## src/rtl/joint_pos_counter.sv

```systemverilog
// Multi-channel saturating joint position counter with press/hold auto-repeat.
// Optional auto-repeat build: define JOINT_AUTOREPEAT_EN (otherwise one step per press).
module joint_pos_counter #(
  parameter int WIDTH    = 8,
  parameter int NCH      = 4,
  parameter int POS_MIN  = 0,
  parameter int POS_MAX  = 2**WIDTH-1,
  parameter int INIT_POS = 0,
  parameter int HOLD_DLY = 4,
  parameter int RPT_PER  = 2
) (
  input  logic                                   clk,
  input  logic                                   rst,
  input  logic [NCH-1:0]                         cnt_up,
  input  logic [NCH-1:0]                         cnt_down,
  input  logic                                   load,
  input  logic [((NCH > 1) ? $clog2(NCH) : 1)-1:0] load_ch,
  input  logic [WIDTH-1:0]                       load_val,
  output logic [NCH*WIDTH-1:0]                   pos,
  output logic [NCH-1:0]                         at_min,
  output logic [NCH-1:0]                         at_max,
  output logic [NCH-1:0]                         step_pulse
);

  localparam logic [WIDTH:0] PMIN = (WIDTH+1)'(POS_MIN);
  localparam logic [WIDTH:0] PMAX = (WIDTH+1)'(POS_MAX);

`ifdef JOINT_AUTOREPEAT_EN
  typedef enum logic [1:0] {IDLE, HOLD, REPEAT} state_t;
  localparam int TMAX = (HOLD_DLY > RPT_PER) ? HOLD_DLY : RPT_PER;
  localparam int TW   = (TMAX > 1) ? $clog2(TMAX) : 1;
  logic [TW-1:0] timer_q [NCH];
  logic [TW-1:0] ntimer  [NCH];
`else
  typedef enum logic [1:0] {IDLE, HOLD} state_t;
  localparam int unused_cfg = HOLD_DLY + RPT_PER;
`endif

  state_t           state_q [NCH];
  state_t           nstate  [NCH];
  logic             dir_q   [NCH];  // 1 = up, 0 = down
  logic             ndir    [NCH];
  logic [WIDTH-1:0] pos_q   [NCH];
  logic [WIDTH-1:0] npos    [NCH];

  logic             req_up, req_dn, match, step, step_dir;
  logic [WIDTH:0]   ext, lv;

  always_comb begin
    req_up   = 1'b0;
    req_dn   = 1'b0;
    match    = 1'b0;
    step     = 1'b0;
    step_dir = 1'b0;
    ext      = '0;
    lv       = '0;
    for (int i = 0; i < NCH; i++) begin
      req_up    = cnt_up[i] & ~cnt_down[i];
      req_dn    = cnt_down[i] & ~cnt_up[i];
      match     = (req_up & dir_q[i]) | (req_dn & ~dir_q[i]);
      step      = 1'b0;
      step_dir  = dir_q[i];
      nstate[i] = state_q[i];
      ndir[i]   = dir_q[i];
`ifdef JOINT_AUTOREPEAT_EN
      ntimer[i] = timer_q[i];
`endif
      case (state_q[i])
        IDLE: begin
          if (req_up | req_dn) begin
            step      = 1'b1;
            step_dir  = req_up;
            ndir[i]   = req_up;
            nstate[i] = HOLD;
`ifdef JOINT_AUTOREPEAT_EN
            ntimer[i] = '0;
`endif
          end
        end
        HOLD: begin
          if (!match) begin
            nstate[i] = IDLE;
`ifdef JOINT_AUTOREPEAT_EN
          end else if (timer_q[i] == TW'(HOLD_DLY-1)) begin
            step      = 1'b1;
            ntimer[i] = '0;
            nstate[i] = REPEAT;
          end else begin
            ntimer[i] = timer_q[i] + 1'b1;
`endif
          end
        end
`ifdef JOINT_AUTOREPEAT_EN
        REPEAT: begin
          if (!match) begin
            nstate[i] = IDLE;
          end else if (timer_q[i] == TW'(RPT_PER-1)) begin
            step      = 1'b1;
            ntimer[i] = '0;
          end else begin
            ntimer[i] = timer_q[i] + 1'b1;
          end
        end
`endif
        default: nstate[i] = IDLE;
      endcase

      // One extra bit of headroom so +1/-1 never wraps before the limit test.
      ext = {1'b0, pos_q[i]};
      if (step) begin
        if (step_dir && (ext < PMAX))
          ext = ext + 1'b1;
        else if (!step_dir && (ext > PMIN))
          ext = ext - 1'b1;
      end

      if (load && (int'(load_ch) == i)) begin
        lv = {1'b0, load_val};
        if (lv < PMIN)      ext = PMIN;
        else if (lv > PMAX) ext = PMAX;
        else                ext = lv;
        nstate[i] = IDLE;
`ifdef JOINT_AUTOREPEAT_EN
        ntimer[i] = '0;
`endif
      end
      npos[i] = ext[WIDTH-1:0];
    end
  end

  always_ff @(posedge clk) begin
    for (int i = 0; i < NCH; i++) begin
      if (rst) begin
        pos_q[i]      <= WIDTH'(INIT_POS);
        state_q[i]    <= IDLE;
        dir_q[i]      <= 1'b0;
        step_pulse[i] <= 1'b0;
`ifdef JOINT_AUTOREPEAT_EN
        timer_q[i]    <= '0;
`endif
      end else begin
        pos_q[i]      <= npos[i];
        state_q[i]    <= nstate[i];
        dir_q[i]      <= ndir[i];
        step_pulse[i] <= (npos[i] != pos_q[i]);
`ifdef JOINT_AUTOREPEAT_EN
        timer_q[i]    <= ntimer[i];
`endif
      end
    end
  end

  for (genvar g = 0; g < NCH; g++) begin : g_out
    assign pos[g*WIDTH +: WIDTH] = pos_q[g];
    assign at_min[g] = ({1'b0, pos_q[g]} == PMIN);
    assign at_max[g] = ({1'b0, pos_q[g]} == PMAX);
  end

endmodule

```

## config.mk

```make
export PLATFORM = sky130hd
export DESIGN_NAME = joint_pos_counter
export DESIGN_NICKNAME = d
export VERILOG_FILES = /design/src/rtl/joint_pos_counter.sv
export SDC_FILE = /design/constraint.sdc
export NUM_CORES = 1
export LEC_CHECK = 0
export ABC_AREA = 1
export ABC_CLOCK_PERIOD_IN_PS = 2300
export BUFFER_PORTS_ARGS = -buffer_cell sky130_fd_sc_hd__buf_2
export CAP_MARGIN = 10
export CORE_MARGIN = 1.5
export CORE_UTILIZATION = 59
export CTS_CLUSTER_SIZE = 30
export DETAILED_ROUTE_END_ITERATION = 16
export PLACE_DENSITY = 0.78
export RECOVER_POWER = 50
export SLEW_MARGIN = 20
export SYNTH_ARGS = -nofsm -noshare
export SYNTH_HDL_FRONTEND = slang
export SYNTH_SLANG_ARGS = --single-unit
```

## constraint.sdc

```tcl
create_clock -name clk -period 2.3 [get_ports clk]
set_input_delay 0.46 -clock clk [delete_from_list [all_inputs] [get_ports clk]]
set_output_delay 0.46 -clock clk [all_outputs]
set_load 0.005 [all_outputs]
```

# [Word-level counts from Yosys, hierarchy flattened]
# Memory sizes are Yosys's and may differ from the RTL's.
# Cells that the tools add are included.
[word_totals] word_cells=171 register_bits=4 ramBits=44 output_inout_bits=44 mem_count=3
[op_classes] eq_ne=15 addsub=8 bitwise_logic=48 order_cmp=8 reduce_logical=25 muxes=63
[memory_table] memory="pos_q" depth=4 width=8 rd=4 rd_clocked_by_memory_dff=0 write_ports=4 line="43" source="logic [WIDTH-1:0] pos_q [NCH];"
[memory_table] memory="state_q" depth=4 width=2 rd=4 rd_clocked_by_memory_dff=0 write_ports=4 line="39" source="state_t state_q [NCH];"
[memory_table] memory="dir_q" depth=4 width=1 rd=4 rd_clocked_by_memory_dff=0 write_ports=4 line="41" source="logic dir_q [NCH];"
[ops] op="$mux W8" count=20
[ops] op="$add A8 B1 Y8 const B" count=4
[ops] op="$eq A8 B8 Y1 const B" count=4
[ops] op="$gt A8 B1 Y1 const B" count=4
[ops] op="$logic_not A8 Y1" count=4
[ops] op="$lt A8 B8 Y1 const B" count=4
[ops] op="$mux W2" count=16
[ops] op="$ne A8 B8 Y1" count=4
[ops] op="$sub A8 B1 Y8 const B" count=4
[ops] op="$mux W1" count=23
[ops] op="$or A1 B1 Y1" count=20
[ops] op="$and A1 B1 Y1" count=16
[ops] op="$pmux W2 S2" count=4
[ops] op="$logic_and A1 B1 Y1" count=12
[ops] op="$not A1 Y1" count=12
[ops] op="$eq A2 B1 Y1 const B" count=5
[ops] op="$logic_not A2 Y1" count=5
[ops] op="$eq A2 B2 Y1 const B" count=2
[ops] op="$logic_not A1 Y1" count=4

# [Logic depth before layout (Yosys ltp)]
# Gate-level depths: netlist (run 1).
[depth] ltp_word=12 mapped_depth=20 ltp_nobuf=20

# [Least setup slack after synthesis (run 1)]
# OpenSTA, ideal clock, no wires.
[synth_timing] path_kind="input port to flip-flop" start="in cnt_up[0]" end="reg step_pulse[0]" setup_ps=128 required_ps=2172 slack_ps=209 stages=17 arrival_time_ps=1963 cell_sequence="inv_1 ha_1 nor2_2 buf_6 nand2_1 o21ai_2 nand3_1 nand2_2 nand3_1 nand2_1 nand3_1 nand2_1 nand2_1 nand2_1 nand3_1 nor2_1 nor2_1"
[synth_between] elab_chain_cells=12 word_cells_on_any_way=16 classes_between="eq/ne (1); mux (8); bitwise (4); reduce/logical (3)"
[synth_rtl] element="from (decl)" line="14" source="input logic [NCH-1:0] cnt_up,"
[synth_rtl] element="$not A1 Y1" line="59" source="req_dn = cnt_down[i] & ~cnt_up[i];"
[synth_rtl] element="$and A1 B1 Y1" line="59"
[synth_rtl] element="$or A1 B1 Y1" line="70" source="if (req_up | req_dn) begin"
[synth_rtl] element="$mux W1" line="70"
[synth_rtl] element="$mux W1"
[synth_rtl] element="$logic_not A1 Y1" line="113" source="else if (!step_dir && (ext > PMIN))"
[synth_rtl] element="$logic_and A1 B1 Y1" line="113"
[synth_rtl] element="$mux W8" line="113"
[synth_rtl] element="$mux W8" line="111" source="if (step_dir && (ext < PMAX))"
[synth_rtl] element="$mux W8 (*)" line="110" source="if (step) begin"
[synth_rtl] element="$mux W8 (*)" line="117" source="if (load && (int'(load_ch) == i)) begin"
[synth_rtl] element="$ne A8 B8 Y1 (*)" line="145" source="step_pulse[i] <= (npos[i] != pos_q[i]);"
[synth_rtl] element="to (signal, indexed assignment)" line="145"
[synth_rtl] element="to (decl)" line="22" source="output logic [NCH-1:0] step_pulse"
# Every way passes the cells marked *; elsewhere a longest branch is shown, timed or not.
# A chain may end at the register's enable or synchronous reset.

# [Worst setup path in the final report (run 1)]
# Same ends and word-level chain as after synthesis.

==> results.yml, run 1 <==
routing:
  firstDrtPassIters: 5
  first_iter_violations: 266
  drc: 0
  vias_per_cell: 5.39
  wl_per_cell_um: 12.9
  wl_um: 12200
  ant_nets: 0
  vias: 5094
synthesis:
  synth_fp_nets: 798
  synth_adder_area_share: 0.0569
  synth_warnings: 0
  yosys.area.top_type: "nand2_1"
  synthMuxAreaShare: 0
  synthFlopType: "dfxtp_1"
  ys_seq_area_frac: 0.200
  synth_xor_area_frac: 0.0239
  synth_seq_cells: 44
  synth.area.top_cells: "nand2_1 (21%), dfxtp_1 (20%), inv_1 (8.1%)"
  synth_cell_types: 36
  syn_area_mm2: 0.00440
  synth_edf_count: 0
  synth_compound_area_frac: 0.142
  synthArstFlopShare: 0
  synthCells: 757
  synth_top_family_by_area: "simple AND/OR/NAND/NOR gates"
  postSynthAreaPerCell_um2: 5.81
  synth_top_area_frac: 0.213
  synth_common_cells: "nand2_1 (250), inv_1 (95), nand3_1 (68), nor2_1 (68), dfxtp_1 (44)"
  synth_most_common_cell: "nand2_1"
  yosys.area_share.simple: 0.461
sta:
  finalCritPeriodShare: 0.902
  final.setup.tns_ns: 0
  rsz0062_at_grt: "false"
  finalHoldViolations: 0
  skew_ns: 0.00812
  slew_violations: 0
  fmax_mhz: 482
  slew-limit-headroom: 0.617
  setup_viol_count_final: 0
  setup_slack_ns: 0.226
  fin_crit_ns: 2.07
  tightest_slew_ns: 0.572
global_route:
  grt_pass1_vias: 4494
  grt_max_degree: 45
  grt-ovfl-total: 0
  grt_usage: 0.311
  antenna_found_initial: 0
  grt_pass1_wl_um: 19900
clock_network:
  cts_root_buffer: "clkbuf_8"
  cts_max_level: 2
  cts_tree: "done"
  cts_hold_buffers: 0
  cts.sinks: 44
  clock_latency_ns: 0.31
  cts_buffers: 5
  path_clk_slew_ns: 0.09
  cts_buffer_depth: 2
cells_and_area:
  drive_gt1_frac: 0.200
  num_antenna_cells: 0
  regArea_um2: 896
  n_fill_cell: 663
  area_growth_pct: 18.6
  nNetsFinal: 886
  multi_input_area_mm2: 0.00306
floorplanning:
  core-area_mm2: 0.00721
  die_w_um: 89.4
  start_util: 0.610
  top_level_ports: 65
  die_h_um: 89.4
  die_area_mm2: 0.00798
  rows: 31
power_and_ir_drop:
  power.density_cell_area_mw_per_mm2: 731
  p_leak_nw: 2.66
  finalPower_w: 0.00381
  ir_drop_mv: 0.382
placed_design:
  preCtsSetupSlack_ns: -0.0987
  place_hpwl_um: 9180
  port_buffers: 64
  place_congestion: 0.946
min_path:
  hp-class: "in2reg"
worst_setup_path:
  crit_fanout: 9
  worstSetupStartpointType: "input port"
  worst_ep_arrival_time_ns: 2.32
  required_ns: 2.54
  end_kind: "register"
  worst-setup-path-type: "in2reg"
run:
  maxCapViolations: 0
outcome:
  status: "complete, no violations"
## power by group
| group | internal, W | switching [W] | leakage, nW |
|---|---|---|---|
| clock network | 0.000384 | 0.000291 | 0.0645 |
| logic | 0.000821 | 0.00124 | 2.23 |
| registers | 0.000892 | 0.000185 | 0.367 |
| total | 0.00210 | 0.00172 | 2.66 |
## flip-flops by register name (all words and copies together) (netlist names)
signal,flops
state_q,4
dir_q,4
pos_q,32
step_pulse,4
## critical path, cell delays in order
cell	delay [ns]
buf_2	0.09
inv_1	0.06
ha_4	0.27
nor2_4	0.04
buf_6	0.14
o21ai_4	0.24
nand3_2	0.11
nand2_2	0.12
buf_4	0.12
nand3_2	0.09
o211ai_1	0.21
nand2_1	0.08
nand2_1	0.07
inv_1	0.04
nand2_1	0.07
nor2_1	0.04
nor2_1	0.08
## what timing repair did
action                     CTS  global route
gates resized for setup      0            21
setup endpoints to repair    0             4
buffers inserted             0             1
## cell usage in the layout, fill, tap and decap left out, types with 2 or more instances in the layout
cell and instances:
nand3b_1 2, inv_1 94, o211ai_1 39, nand2_2 22, o21ai_1 4, dfxtp_4 2, clkbuf_8 7, nand2_4 3
o21bai_1 2, inv_2 11, nor2_2 13, nand2_1 248, buf_2 51, dfxtp_1 36, o31ai_1 4, nor3_2 4
o21ai_0 15, ha_1 19, xor2_1 12, nor3_1 6, dfxtp_2 6, nand3_2 4, o21ai_2 4, buf_12 3
a21oi_1 25, nand4_1 14, nand3_1 67, a211oi_1 3, buf_4 30, clkinv_1 2, clkbuf_1 16, nor2_4 2
nor2_1 68
## stage by stage
step           hold WS (ns)   util  std cells  area, um2
2_1_floorplan         0.497      -        757       4400
3_3_place_gp          0.522  0.700        936       5050
3_5_place_dp          0.522  0.700        936       5050
4_1_cts               0.438  0.718        944       5180
5_1_grt               0.456  0.723        945       5220
6_report              0.447  0.723        945       5220
## worst paths after layout
check	to	depth (start not counted)	slack [ns]	from
min reg2reg	state_q[1][0]$_SDFFE_PP0P_	2	0.54	state_q[1][0]$_SDFFE_PP0P_
min	pos_q[0][7]$_SDFF_PP0_	3	0.45	load_val[7]
max	step_pulse[0]$_SDFF_PP0_	17	0.23	cnt_up[0]
max reg2reg	step_pulse[0]$_SDFF_PP0_	16	0.26	pos_q[0][1]$_SDFF_PP0_
## routing by layer
layer | GRT usage | part of all wire | up-vias
met4 | 0.120 | 0.028 | 0
met3 | 0.0342 | 0.058 | 32
met5 | 0 | 0 | -
met1 | 0.421 | 0.46 | 2278
li1 | - | - | 2603
met2 | 0.509 | 0.45 | 181
## layout make-up
cell class / count / area share
inverter: 107 / 0.0770
clock buffer: 7 / 0.0185
tap: 99 / 0.0237
multi-input combinational: 586 / 0.586
timing repair buffer: 101 / 0.117
clock inverter: 1 / 0.00575
sequential: 44 / 0.172
## cells by family (layout without fill, tap and decap cells)
group	after synthesis	in the layout
AOI/OAI and AO/OA	97	97
and+or+nand+nor	457	457
DFF	44	44
xor gates and xnor gates	12	12
adders and majority gates	20	20
buffers and inverters	127	216
(Power assumes the default switching activity.)
==> inputs of run 2 (changes only) <==
--- a/config.mk
+++ b/config.mk
@@ -10,10 +10,10 @@
 export BUFFER_PORTS_ARGS = -buffer_cell sky130_fd_sc_hd__buf_2
 export CAP_MARGIN = 10
 export CORE_MARGIN = 1.5
-export CORE_UTILIZATION = 59
+export CORE_UTILIZATION = 30
 export CTS_CLUSTER_SIZE = 30
 export DETAILED_ROUTE_END_ITERATION = 16
-export PLACE_DENSITY = 0.78
+export PLACE_DENSITY = 0.43
 export RECOVER_POWER = 50
 export SLEW_MARGIN = 20
 export SYNTH_ARGS = -nofsm -noshare
==> results.yml, run 2 (synthesized netlist as in run 1, its figures left out) <==
power_and_ir_drop:
  ir_drop_mv: 0.376
  power.density_cell_area_mw_per_mm2: 742
  intPower_w: 0.00230
  p_sw_w: 0.00178
  finalPower_w: 0.00408
  combPwrFrac: 0.526
  switching_share: 0.436
  seqPwrFrac: 0.266
  p_leak_nw: 2.80
  clkPwrFrac: 0.208
cells_and_area:
  area_growth_pct: 24.9
  num_antenna_cells: 0
  multi_input_area_mm2: 0.00306
  stdcell_count: 1046
  regArea_um2: 887
  drive_gt1_frac: 0.224
  max_flop_register: "pos_q"
  largest_reg_flops: 32
  final_cell_mix: "nand2_1 (245), inv_1 (95), nor2_1 (68), nand3_1 (68), buf_2 (60)"
  final_common_cell: "nand2_1"
  n_fill_cell: 1626
  nNetsFinal: 902
floorplanning:
  rows: 44
  start_util: 0.305
  die_area_mm2: 0.0154
  die_w_um: 124
  die_h_um: 124
  top_level_ports: 65
  core-area_mm2: 0.0144
placed_design:
  port_buffers: 64
  place_hpwl_um: 10600
  dpl.cell_count: 1037
  place_congestion: 0.838
  preCtsSetupSlack_ns: -0.119
worst_setup_path:
  worst_ep_arrival_time_ns: 2.27
  required_ns: 2.49
  worstSetupStartpointType: "input port"
  crit_fanout: 5
  worst-setup-path-type: "in2reg"
  end_kind: "register"
routing:
  drc: 0
  ant_nets: 0
  first_iter_violations: 276
  vias_per_cell: 4.80
  wl_um: 13700
  firstDrtPassIters: 4
  wl_per_cell_um: 13.1
  vias: 5021
sta:
  finalHoldViolations: 0
  setup_viol_count_final: 0
  skew_ns: 0.00842
  slew_violations: 0
  hold_slack_ns: 0.460
  slew-limit-headroom: 0.688
  setup_slack_ns: 0.216
  finalCritPeriodShare: 0.906
  fmax_mhz: 480
  fin_crit_ns: 2.08
  tightest_slew_ns: 0.469
clock_network:
  cts_hold_buffers: 0
  path_clk_slew_ns: 0.06
  cts.sinks: 44
  cts_tree: "done"
  cts_buffers: 5
  cts_root_buffer: "clkbuf_16"
  clock_latency_ns: 0.30
  cts_max_level: 2
  cts_buffer_depth: 2
global_route:
  grt_pass1_vias: 4457
  antenna_found_initial: 0
  grt_usage: 0.182
  grt-ovfl-total: 0
  grt_max_degree: 30
  grt_pass1_wl_um: 22000
run:
  maxCapViolations: 0
outcome:
  status: "complete, no violations"
min_path:
  hp-class: "in2reg"
==> run 2: cell count changes in the layout (fill, tap and decap cells not counted), sizes merged <==
cell,previous run,this run
buf,85,111
clkbuf,23,11
clkinv,2,3
nand2,274,275
==> run 2: power by group through the flow <==
stage	Sequential, W	Combinational (W)	Clock [W]
after floorplan	0.00105	0.00144	0
after global placement	0.00110	0.00213	0
after detailed placement	0.00110	0.00213	0
after CTS	0.00108	0.00214	0.000886
after global routing	0.00111	0.00248	0.000902
final	0.00108	0.00215	0.000848
==> run 2: path summary, 6_finish.rpt <==
check	cells after the start	slack, ns	startpoint	to
setup / recovery	18	0.22	cnt_up[1]	step_pulse[1]$_SDFF_PP0_
hold / removal	3	0.46	load_val[4]	pos_q[0][4]$_SDFF_PP0_
setup reg to reg	18	0.25	pos_q[2][0]$_SDFF_PP0_	step_pulse[2]$_SDFF_PP0_
hold reg to reg	2	0.53	state_q[0][0]$_SDFFE_PP0P_	state_q[0][0]$_SDFFE_PP0P_
==> run 2: per-stage QoR <==
stage	setup TNS, ns	cell area, um2	utilization
final	0	5500	0.381
after global routing	-0.00496	5500	0.381
after CTS	0	5460	0.378
after detailed placement	-0.318	5290	0.367
after global placement	-0.268	5290	0.367
after floorplan	0	4400	-
==> run 2: cell type report <==
class,count,share of cell area
well taps,184,0.0419
clock buffers,6,0.0234
multi-input cells,587,0.556
flip-flops and latches,44,0.161
repair buffers,116,0.137
inverters,107,0.0731
clock inverters,2,0.00637
==> run 2: worst max-delay path, stage by stage <==
cell      delay [ns]
buf_2           0.09
inv_1           0.04
ha_1            0.30
inv_1           0.06
nand2_1         0.13
nand2_2         0.08
nand2_4         0.13
nand2_4         0.09
o21ai_2         0.14
inv_1           0.07
nand2_1         0.07
inv_1           0.05
o211ai_1        0.15
nand2_1         0.09
nor2_2          0.12
nand2_1         0.07
nor2_1          0.10
nor2_1          0.05
==> run 2: what timing repair did <==
item                                    4_1_cts  5_1_grt
endpoints found under the setup margin        0        4
hold endpoints to repair                      0        0
buffers inserted                              0        0
resized for setup                             0       17
==> run 2: per-layer routing <==
| layer | routed length (um) | track usage |
|---|---|---|
| met2 | 6090 | 0.291 |
| met1 | 6730 | 0.248 |
| met3 | 533 | 0.0256 |
| met4 | 307 | 0.0703 |
| met5 | 0 | 0 |
